--- config.mk ---
export PLATFORM = sky130hd
export DESIGN_NAME = process_scheduler_flat
export DESIGN_NICKNAME = d
export VERILOG_FILES = /design/src/rtl/sched_pkg.sv /design/src/rtl/process_scheduler_if.sv /design/src/rtl/rr_select.sv /design/src/rtl/process_scheduler.sv /design/src/flat_wrapper.sv
export SDC_FILE = /design/constraint.sdc
export NUM_CORES = 1
export LEC_CHECK = 0
export CAP_MARGIN = 20
export CORE_MARGIN = 2
export CORE_UTILIZATION = 35
export DETAILED_ROUTE_END_ITERATION = 6
export SYNTH_ARGS = -nofsm -noshare
export SYNTH_HDL_FRONTEND = slang
export SYNTH_SLANG_ARGS = --single-unit
--- constraint.sdc ---
create_clock -name clock -period 6.3 [get_ports clock]
set_clock_uncertainty 0.1 [all_clocks]
set_input_delay 1.26 -clock clock [delete_from_list [all_inputs] [get_ports clock]]
set_output_delay 1.26 -clock clock [all_outputs]
set_load 0.05 [all_outputs]
--- src/rtl/sched_pkg.sv ---
// Shared types and defaults for the round-robin process scheduler.
package sched_pkg;

  localparam int NUM_PROC    = 4;
  localparam int PC_W        = 10;
  localparam int OFF_W       = 8;
  localparam int DEF_QUANTUM = 16;
  localparam int ID_W        = $clog2(NUM_PROC);

  typedef enum logic [2:0] {
    ST_IDLE,
    ST_RUN,
    ST_SAVE,
    ST_SELECT,
    ST_RESTORE,
    ST_HALTED
  } state_e;

  typedef struct packed {
    logic             active;
    logic [PC_W-1:0]  pc;
    logic [OFF_W-1:0] offset;
  } entry_t;

endpackage

--- src/rtl/process_scheduler_if.sv ---
// Control-unit side of the scheduler: retire/end/halt decodes, table loads and the PC/offset reload path.
interface process_scheduler_if;
  import sched_pkg::*;

  logic             instr_retire;
  logic             end_of_process;
  logic             halt_in;
  logic             load_valid;
  logic [ID_W-1:0]  load_id;
  logic [PC_W-1:0]  load_pc;
  logic [OFF_W-1:0] load_offset;
  logic [PC_W-1:0]  cur_pc;

  logic             stall;
  logic             pc_load;
  logic [PC_W-1:0]  pc_next;
  logic             offset_load;
  logic [OFF_W-1:0] offset_out;
  logic [ID_W-1:0]  cur_id;
  logic             idle;
  logic             halted;
  logic             load_err;

  // Strobes and inputs are single-cycle qualifiers sampled on the rising edge; there is no back-pressure.
  modport master (
    output instr_retire, end_of_process, halt_in, load_valid, load_id, load_pc, load_offset, cur_pc,
    input  stall, pc_load, pc_next, offset_load, offset_out, cur_id, idle, halted, load_err
  );

  modport slave (
    input  instr_retire, end_of_process, halt_in, load_valid, load_id, load_pc, load_offset, cur_pc,
    output stall, pc_load, pc_next, offset_load, offset_out, cur_id, idle, halted, load_err
  );

endinterface

--- src/rtl/rr_select.sv ---
// Combinational round-robin finder: first set bit of active at or after start, wrapping.
module rr_select #(
  parameter int N  = 4,
  parameter int IW = $clog2(N)
) (
  input  logic [N-1:0]  active,
  input  logic [IW-1:0] start,
  output logic          found,
  output logic [IW-1:0] index
);

  logic [IW-1:0] idx;

  // N is a power of two, so the IW-bit add wraps modulo N for free.
  always_comb begin
    found = 1'b0;
    index = '0;
    idx   = '0;
    for (int i = 0; i < N; i++) begin
      idx = start + IW'(i);
      if (!found && active[idx]) begin
        found = 1'b1;
        index = idx;
      end
    end
  end

endmodule

--- src/rtl/process_scheduler.sv ---
// Preemptive round-robin scheduler: counts retired instructions per slice and sequences
// SAVE -> SELECT -> RESTORE context switches over a small process table.
module process_scheduler
  import sched_pkg::*;
#(
  parameter int QUANTUM = DEF_QUANTUM
) (
  input  logic                clock,
  input  logic                reset_n,
  process_scheduler_if.slave  bus,
  output state_e              dbg_state
);

  localparam int              CNT_W    = $clog2(QUANTUM + 1);
  localparam logic [CNT_W-1:0] CNT_LAST = CNT_W'(QUANTUM - 1);

  state_e                     state_q, state_d;
  entry_t [NUM_PROC-1:0]      table_q, table_d;
  logic   [ID_W-1:0]          cur_id_q, cur_id_d;
  logic   [CNT_W-1:0]         cnt_q, cnt_d;
  logic                       ending_q, ending_d;
  logic                       load_err_q, load_err_d;

  logic   [NUM_PROC-1:0]      active_vec;
  logic   [ID_W-1:0]          start_idx;
  logic                       sel_found;
  logic   [ID_W-1:0]          sel_idx;
  logic                       load_reject;
  logic                       restore;

  always_comb begin
    active_vec = '0;
    for (int i = 0; i < NUM_PROC; i++) active_vec[i] = table_q[i].active;
  end

  assign start_idx = cur_id_q + ID_W'(1);

  rr_select #(.N(NUM_PROC), .IW(ID_W)) u_rr_select (
    .active (active_vec),
    .start  (start_idx),
    .found  (sel_found),
    .index  (sel_idx)
  );

  always_comb begin
    state_d     = state_q;
    table_d     = table_q;
    cur_id_d    = cur_id_q;
    cnt_d       = cnt_q;
    ending_d    = ending_q;
    load_err_d  = 1'b0;
    load_reject = bus.load_valid && (bus.load_id == cur_id_q) &&
                  (state_q inside {ST_RUN, ST_SAVE, ST_RESTORE});

    case (state_q)
      ST_IDLE: if (|active_vec) state_d = ST_SELECT;
      ST_RUN: begin
        if (bus.instr_retire) cnt_d = cnt_q + CNT_W'(1);
        if (bus.end_of_process || (bus.instr_retire && cnt_q == CNT_LAST)) begin
          state_d  = ST_SAVE;
          ending_d = bus.end_of_process;
        end
      end
      ST_SAVE: begin
        // A finished process is retired rather than saved, so its PC is never written back.
        if (ending_q) table_d[cur_id_q].active = 1'b0;
        else          table_d[cur_id_q].pc     = bus.cur_pc;
        state_d = ST_SELECT;
      end
      ST_SELECT: begin
        if (sel_found) begin
          cur_id_d = sel_idx;
          state_d  = ST_RESTORE;
        end else begin
          state_d = ST_IDLE;
        end
      end
      ST_RESTORE: begin
        cnt_d   = '0;
        state_d = ST_RUN;
      end
      ST_HALTED: state_d = ST_HALTED;
      default:   state_d = ST_IDLE;
    endcase

    if (bus.load_valid && state_q != ST_HALTED) begin
      if (load_reject) load_err_d = 1'b1;
      else table_d[bus.load_id] = '{active: 1'b1, pc: bus.load_pc, offset: bus.load_offset};
    end

    // Halt freezes everything else decided this cycle.
    if (bus.halt_in) begin
      state_d    = ST_HALTED;
      table_d    = table_q;
      cur_id_d   = cur_id_q;
      cnt_d      = cnt_q;
      ending_d   = ending_q;
      load_err_d = 1'b0;
    end
  end

  always_ff @(posedge clock or negedge reset_n) begin
    if (!reset_n) begin
      state_q    <= ST_IDLE;
      table_q    <= '0;
      cur_id_q   <= '0;
      cnt_q      <= '0;
      ending_q   <= 1'b0;
      load_err_q <= 1'b0;
    end else begin
      state_q    <= state_d;
      table_q    <= table_d;
      cur_id_q   <= cur_id_d;
      cnt_q      <= cnt_d;
      ending_q   <= ending_d;
      load_err_q <= load_err_d;
    end
  end

  assign restore         = (state_q == ST_RESTORE);
  assign bus.stall       = state_q inside {ST_SAVE, ST_SELECT, ST_RESTORE, ST_HALTED};
  assign bus.pc_load     = restore;
  assign bus.offset_load = restore;
  assign bus.pc_next     = restore ? table_q[cur_id_q].pc     : '0;
  assign bus.offset_out  = restore ? table_q[cur_id_q].offset : '0;
  assign bus.cur_id      = cur_id_q;
  assign bus.idle        = (state_q == ST_IDLE);
  assign bus.halted      = (state_q == ST_HALTED);
  assign bus.load_err    = load_err_q;
  assign dbg_state       = state_q;

endmodule
--- src/flat_wrapper.sv ---
// flat-port wrapper written by rule: the top's interface ports become plain ports
module process_scheduler_flat import sched_pkg::*;
#(
  parameter int QUANTUM = DEF_QUANTUM
)
  (clock, reset_n, dbg_state, bus_instr_retire, bus_end_of_process, bus_halt_in, bus_load_valid, bus_load_id, bus_load_pc, bus_load_offset, bus_cur_pc, bus_stall, bus_pc_load, bus_pc_next, bus_offset_load, bus_offset_out, bus_cur_id, bus_idle, bus_halted, bus_load_err);
  process_scheduler_if bus_i ();
  input  logic clock;
  input  logic reset_n;
  output state_e dbg_state;
  input wire logic [$bits(bus_i.instr_retire)-1:0] bus_instr_retire;
  input wire logic [$bits(bus_i.end_of_process)-1:0] bus_end_of_process;
  input wire logic [$bits(bus_i.halt_in)-1:0] bus_halt_in;
  input wire logic [$bits(bus_i.load_valid)-1:0] bus_load_valid;
  input wire logic [$bits(bus_i.load_id)-1:0] bus_load_id;
  input wire logic [$bits(bus_i.load_pc)-1:0] bus_load_pc;
  input wire logic [$bits(bus_i.load_offset)-1:0] bus_load_offset;
  input wire logic [$bits(bus_i.cur_pc)-1:0] bus_cur_pc;
  output wire logic [$bits(bus_i.stall)-1:0] bus_stall;
  output wire logic [$bits(bus_i.pc_load)-1:0] bus_pc_load;
  output wire logic [$bits(bus_i.pc_next)-1:0] bus_pc_next;
  output wire logic [$bits(bus_i.offset_load)-1:0] bus_offset_load;
  output wire logic [$bits(bus_i.offset_out)-1:0] bus_offset_out;
  output wire logic [$bits(bus_i.cur_id)-1:0] bus_cur_id;
  output wire logic [$bits(bus_i.idle)-1:0] bus_idle;
  output wire logic [$bits(bus_i.halted)-1:0] bus_halted;
  output wire logic [$bits(bus_i.load_err)-1:0] bus_load_err;
  assign bus_i.instr_retire = bus_instr_retire;
  assign bus_i.end_of_process = bus_end_of_process;
  assign bus_i.halt_in = bus_halt_in;
  assign bus_i.load_valid = bus_load_valid;
  assign bus_i.load_id = bus_load_id;
  assign bus_i.load_pc = bus_load_pc;
  assign bus_i.load_offset = bus_load_offset;
  assign bus_i.cur_pc = bus_cur_pc;
  assign bus_stall = bus_i.stall;
  assign bus_pc_load = bus_i.pc_load;
  assign bus_pc_next = bus_i.pc_next;
  assign bus_offset_load = bus_i.offset_load;
  assign bus_offset_out = bus_i.offset_out;
  assign bus_cur_id = bus_i.cur_id;
  assign bus_idle = bus_i.idle;
  assign bus_halted = bus_i.halted;
  assign bus_load_err = bus_i.load_err;
  process_scheduler #(.QUANTUM(QUANTUM)) u_core (.clock(clock), .reset_n(reset_n), .bus(bus_i), .dbg_state(dbg_state));
endmodule
==> flow_summary.ini, run 1 <==
[cells_and_area]
design_area_um2 = 5940
final_common_cell = dfrtp_1
syn_to_final_growth_pct = 23.4
nNetsFinal = 529
post-route-util = 0.445
drive_gt1_frac = 0.187
diodes = 0
fillCellCount = 1261
layout_common_cells = 88 x dfrtp_1, 62 x clkdlybuf4s50_1, 40 x nor4_1
finalNonFillerCells = 668

[floorplanning]
dieArea_um2 = 14700
start_util = 0.361
core_area_um2 = 13300
rows = 42
die_x_um = 121
io_pins = 65
die_h_um = 121

[worst_setup_path]
r2r-start = u_core.dbg_state[0]$_DFFE_PN0P_
start_kind = flop
arrival_ps = 3010
critPathRequiredTime_ps = 4940
endpoint_kind = output pin
critPathMaxFanout = 22
r2r_slack_ps = 2440
rr_endpoint = u_core.table_q[53]$_DFFE_PN0N_
crit_type = flop to output pin
worstRegToRegCells = 5

[yosys]
synth_ff_type = dfrtp_1
synth_edf_count = 0
async_flop_share = 1.00
syn-num-nets = 479
syn_area_per_cell_um2 = 11.0
yosys_warnings = 0
mappedNetlistArea_um2 = 4810
ys_ff_latch = 88
yosysSeqAreaShare = 0.457
synthDistinctLibCells = 44
synthCells = 437

[global_routing]
track_usage = 0.184
antenna_found_initial = 0
gr-total-overflow = 0
grt_pass1_wl_mm = 20.9
first_global_vias = 3991
grt_max_degree = 83

[placed_design]
port_buffers = 64
dp_slack_ps = 2160
place_congestion = 0.785
dpl-instance-area_um2 = 5610
numPlacedInstances = 650
dp_hpwl_mm = 8.03

[clock_tree]
post_cts_resized = 0
clk_latency_ps = 340
cts_root_buffer = clkbuf_16
clk_pin_slew_ps = 60
numCtsBuffers = 9
cts_tree = yes
h-tree-depth = 3
clock_sink_count = 88
cts_setup_buffers = 0
clockBufferDepth = 2
hold_buffers = 0

[min_path]
hold_end = u_core.table_q[1]$_DFFE_PN0P_
hold_depth = 1
hold_path_class = flop to flop
min_from = u_core.table_q[1]$_DFFE_PN0P_

[detailed_routing]
dr_total_vias = 3848
first_pass_iters = 5
wl_mm = 12.9
drc = 0
via_per_inst = 5.76
first_iter_violations = 330
wl_per_cell_um = 19.3
drtAntennaViolNets = 0

[run]
max_cap_violations = 0

[timing]
worst_pin_slew_ps = 944
slew_viol_final = 0
slew_headroom = 0.371
finalWorstSetupSlack_ps = 1930
min_period_ps = 4370
tns_ps = 0
rsz0062_at_grt = false
fmax_mhz = 229
holdWs_ps = 407
finalHoldViolCount = 0
fin_crit_sh = 0.693
setup_violations = 0

[power_and_ir_drop]
p_total_mw = 1.43
p_leak_nw = 2.42
power.density_nw_per_um2 = 241
ir_drop_v = 0.000138

[status]
status = completed
final cells by class:
class                   instances  area [um^2]  share of cell area
clock buffers                  10          239              0.0402
clock inverters                 6         41.3             0.00695
inverters                      35          131              0.0221
multi-input cells             279         2360               0.397
flip-flops and latches         88         2200               0.371
well taps                     176          220              0.0371
repair buffers                 74          748               0.126
state kept, by name (all words and copies together) (netlist names):
signal and flops:
u_core.active_vec 4, u_core.bus.load_err 1, u_core.cnt_q 5, u_core.dbg_state 3, u_core.table_q 72, u_core.bus.cur_id 2, u_core.ending_q 1
worst max-delay path, stage by stage (launching register included):
cell and delay [ps]:
dfrtp_1 760, or3b_1 820, nor2b_1 250, clkdlybuf4s50_1 830
routing by layer:
metal,track usage,vias up,wire length [um]
met2,0.289,131,6350
met1,0.246,1952,5560
met3,0.0470,17,783
met4,0.0639,0,181
li1,-,1748,-
met5,0,-,0
worst max path at each step:
stage	startpoint	to	slack [ps]	cells after the start
floorplan	u_core.bus.cur_id[0]$_DFFE_PN0P_	bus_offset_out[3]	2440	4
CTS	u_core.dbg_state[2]$_DFFE_PN0P_	bus_pc_next[4]	1870	3
global route	u_core.dbg_state[2]$_DFFE_PN0P_	bus_pc_next[4]	1720	3
finish	u_core.dbg_state[2]$_DFFE_PN0P_	bus_pc_next[4]	1930	3
detailed placement	bus_load_id[1]	u_core.table_q[50]$_DFFE_PN0N_	2160	6
global placement	bus_load_id[1]	u_core.table_q[53]$_DFFE_PN0N_	2230	6
where the power goes:
part	internal [mW]	switching [mW]
clock network	0.280	0.233
logic	0.130	0.0896
registers	0.649	0.0523
total	1.06	0.375
cells in the mapped netlist, types with 2 or more instances:
| master | instances | share of area |
|---|---|---|
| buf_1 | 6 | 0.0047 |
| nand2b_1 | 4 | 0.0052 |
| mux4_2 | 18 | 0.084 |
| nor3_1 | 15 | 0.016 |
| nand2_1 | 18 | 0.014 |
| o21ai_0 | 9 | 0.0094 |
| a221oi_1 | 30 | 0.055 |
| mux2_2 | 33 | 0.077 |
| inv_1 | 35 | 0.027 |
| or3_1 | 3 | 0.0039 |
| and3_1 | 2 | 0.0026 |
| nor2_2 | 3 | 0.0039 |
| nand4_1 | 3 | 0.0039 |
| buf_4 | 3 | 0.0047 |
| dfrtp_1 | 88 | 0.46 |
| a211oi_1 | 13 | 0.020 |
| nor2b_1 | 20 | 0.026 |
| xnor2_1 | 3 | 0.0055 |
| ha_1 | 6 | 0.016 |
| a21o_1 | 6 | 0.0094 |
| nor4_1 | 40 | 0.052 |
| nor2_1 | 21 | 0.016 |
| a32o_1 | 3 | 0.0062 |
| a21oi_1 | 7 | 0.0073 |
| a2111oi_4 | 3 | 0.017 |
| clkbuf_1 | 25 | 0.019 |
| a22o_1 | 3 | 0.0055 |
logic make-up after synthesis:
group | synth area share
AND/OR/NAND/NOR | 0.154
flip-flops | 0.457
multiplexers | 0.161
AO/OA/AOI/OAI | 0.148
buffers and inverters | 0.0572
XOR/XNOR | 0.00728
adder cells (fa/ha/maj) | 0.0156
(Power assumes the default switching activity.)
==> run 2, diff against run 1 <==
==> constraint.sdc (replaced) <==
create_clock -name clock -period 4.3 [get_ports clock]
set_clock_uncertainty 0.1 [all_clocks]
set_input_delay 0.86 -clock clock [delete_from_list [all_inputs] [get_ports clock]]
set_output_delay 0.86 -clock clock [all_outputs]
set_load 0.05 [all_outputs]
==> run 2 against run 1 <==
  * Combinational power up 47%
  * Worst hold slack worse by 160 ps
  * Clock-buffer cell count up 3
  * Register-to-register slack worse by 980 ps
  * Die area unchanged
  * Critical path type unchanged
  * Largest cell class unchanged
==> flow_summary.ini, run 2 (same netlist as run 1, synthesis figures left out) <==
[cells_and_area]
nNetsFinal = 537
regMostFlops = u_core.table_q
design_area_um2 = 6020
fillCellCount = 1262
post-route-util = 0.451
multi_input_area_um2 = 2360
seqCellArea_um2 = 2200
layout_common_cells = 88 x dfrtp_1, 62 x clkdlybuf4s50_1, 40 x nor4_1
syn_to_final_growth_pct = 25.1
drive_gt1_frac = 0.196
diodes = 0
final_common_cell = dfrtp_1
largest_register_ffs = 72
finalNonFillerCells = 675

[power_and_ir_drop]
p_total_mw = 2.16
power.density_nw_per_um2 = 359
ir_drop_v = 0.000231
p_leak_nw = 2.46

[timing]
fin_crit_sh = 0.831
worst_pin_slew_ps = 877
min_period_ps = 3570
rsz0062_at_grt = false
finalHoldViolCount = 0
holdWs_ps = 248
slew_viol_final = 0
setup_violations = 0
finalWorstSetupSlack_ps = 726
fmax_mhz = 280
tns_ps = 0
slew_headroom = 0.413

[clock_tree]
post_cts_resized = 0
numCtsBuffers = 9
hold_buffers = 0
h-tree-depth = 3
clock_sink_count = 88
cts_root_buffer = clkbuf_16
cts_tree = yes
cts_setup_buffers = 0
clockBufferDepth = 2
clk_latency_ps = 330
clk_pin_slew_ps = 60

[floorplanning]
dieArea_um2 = 14700
core_area_um2 = 13300
io_pins = 65
rows = 42
die_h_um = 121
die_x_um = 121
start_util = 0.361

[global_routing]
grt_use_met2 = 0.287
first_global_vias = 3875
gr-total-overflow = 0
antenna_found_initial = 0
grt_max_degree = 79
track_usage = 0.184
grt_busiest_layer = met2
grt_use_met3 = 0.0357
use_met1 = 0.263
grt_pass1_wl_mm = 21.0

[worst_setup_path]
critPathMaxFanout = 29
cp_slowest_cell = clkdlybuf4s50_1
max_stage_delay_ps = 710
arrival_ps = 2610
critPathRequiredTime_ps = 3340
crit_chain = buf_4, mux4_2, nor2b_1, clkdlybuf4s50_1
cp_top_family = buffers and inverters
critPathBufInv = 2
crit_type = flop to output pin
r2r-start = u_core.dbg_state[2]$_DFFE_PN0P_
crit_start = u_core.bus.cur_id[0]$_DFFE_PN0P_
endpoint_kind = output pin
start_kind = flop

[detailed_routing]
first_iter_violations = 287
drc = 0
drtAntennaViolNets = 0
via_per_inst = 5.60
wl_per_cell_um = 19.0
wl_mm = 12.8
first_pass_iters = 5
dr_total_vias = 3781

[placed_design]
place_congestion = 0.812
dpl-instance-area_um2 = 5690
numPlacedInstances = 659
dp_slack_ps = 845
port_buffers = 64
dp_hpwl_mm = 8.29

[run]
max_cap_violations = 0

[min_path]
hold_path_class = primary input to asynchronous set/reset pin

[status]
status = completed
run 2: cell types whose count changed in the layout (fill, tap and decap cells not counted), sizes merged:
| cell | change |
|---|---|
| buf | +8 |
| clkbuf | +3 |
| clkinv | -4 |
| inv | -2 |
| clkinvlp | +1 |
| bufinv | +1 |
run 2: path summary, 6_finish.rpt:
check                                                       to  slack (ps)  cells after the start
worst max-delay path                            bus_pc_next[8]         730                      4
worst min-delay path               u_core.cnt_q[2]$_DFFE_PN0P_         250                      1
worst max register to register  u_core.table_q[10]$_DFFE_PN0N_        1460                      7
worst min register to register  u_core.table_q[59]$_DFFE_PN0P_         400                      1
max in group asynchronous       u_core.table_q[23]$_DFFE_PN0P_        3090                      3
min in group clock              u_core.table_q[59]$_DFFE_PN0P_         400                      1
run 2: power breakdown:
group	total, mW	leakage [nW]	switching (mW)	internal, mW
logic	0.323	1.26	0.132	0.191
registers	1.03	1.06	0.0765	0.952
clock network	0.807	0.148	0.312	0.495
run 2: layout make-up:
cell class / count / area share
flip-flops and latches: 88 / 0.366
multi-input cells: 279 / 0.392
clock inverters: 2 / 0.00623
well taps: 176 / 0.0366
repair buffers: 82 / 0.133
clock buffers: 13 / 0.0449
inverters: 35 / 0.0218
run 2: per-layer routing:
metal,vias to the layer above,part of all wire
met2,105,0.47
met1,1892,0.47
met3,11,0.048
met5,-,0
li1,1773,-
met4,0,0.0098
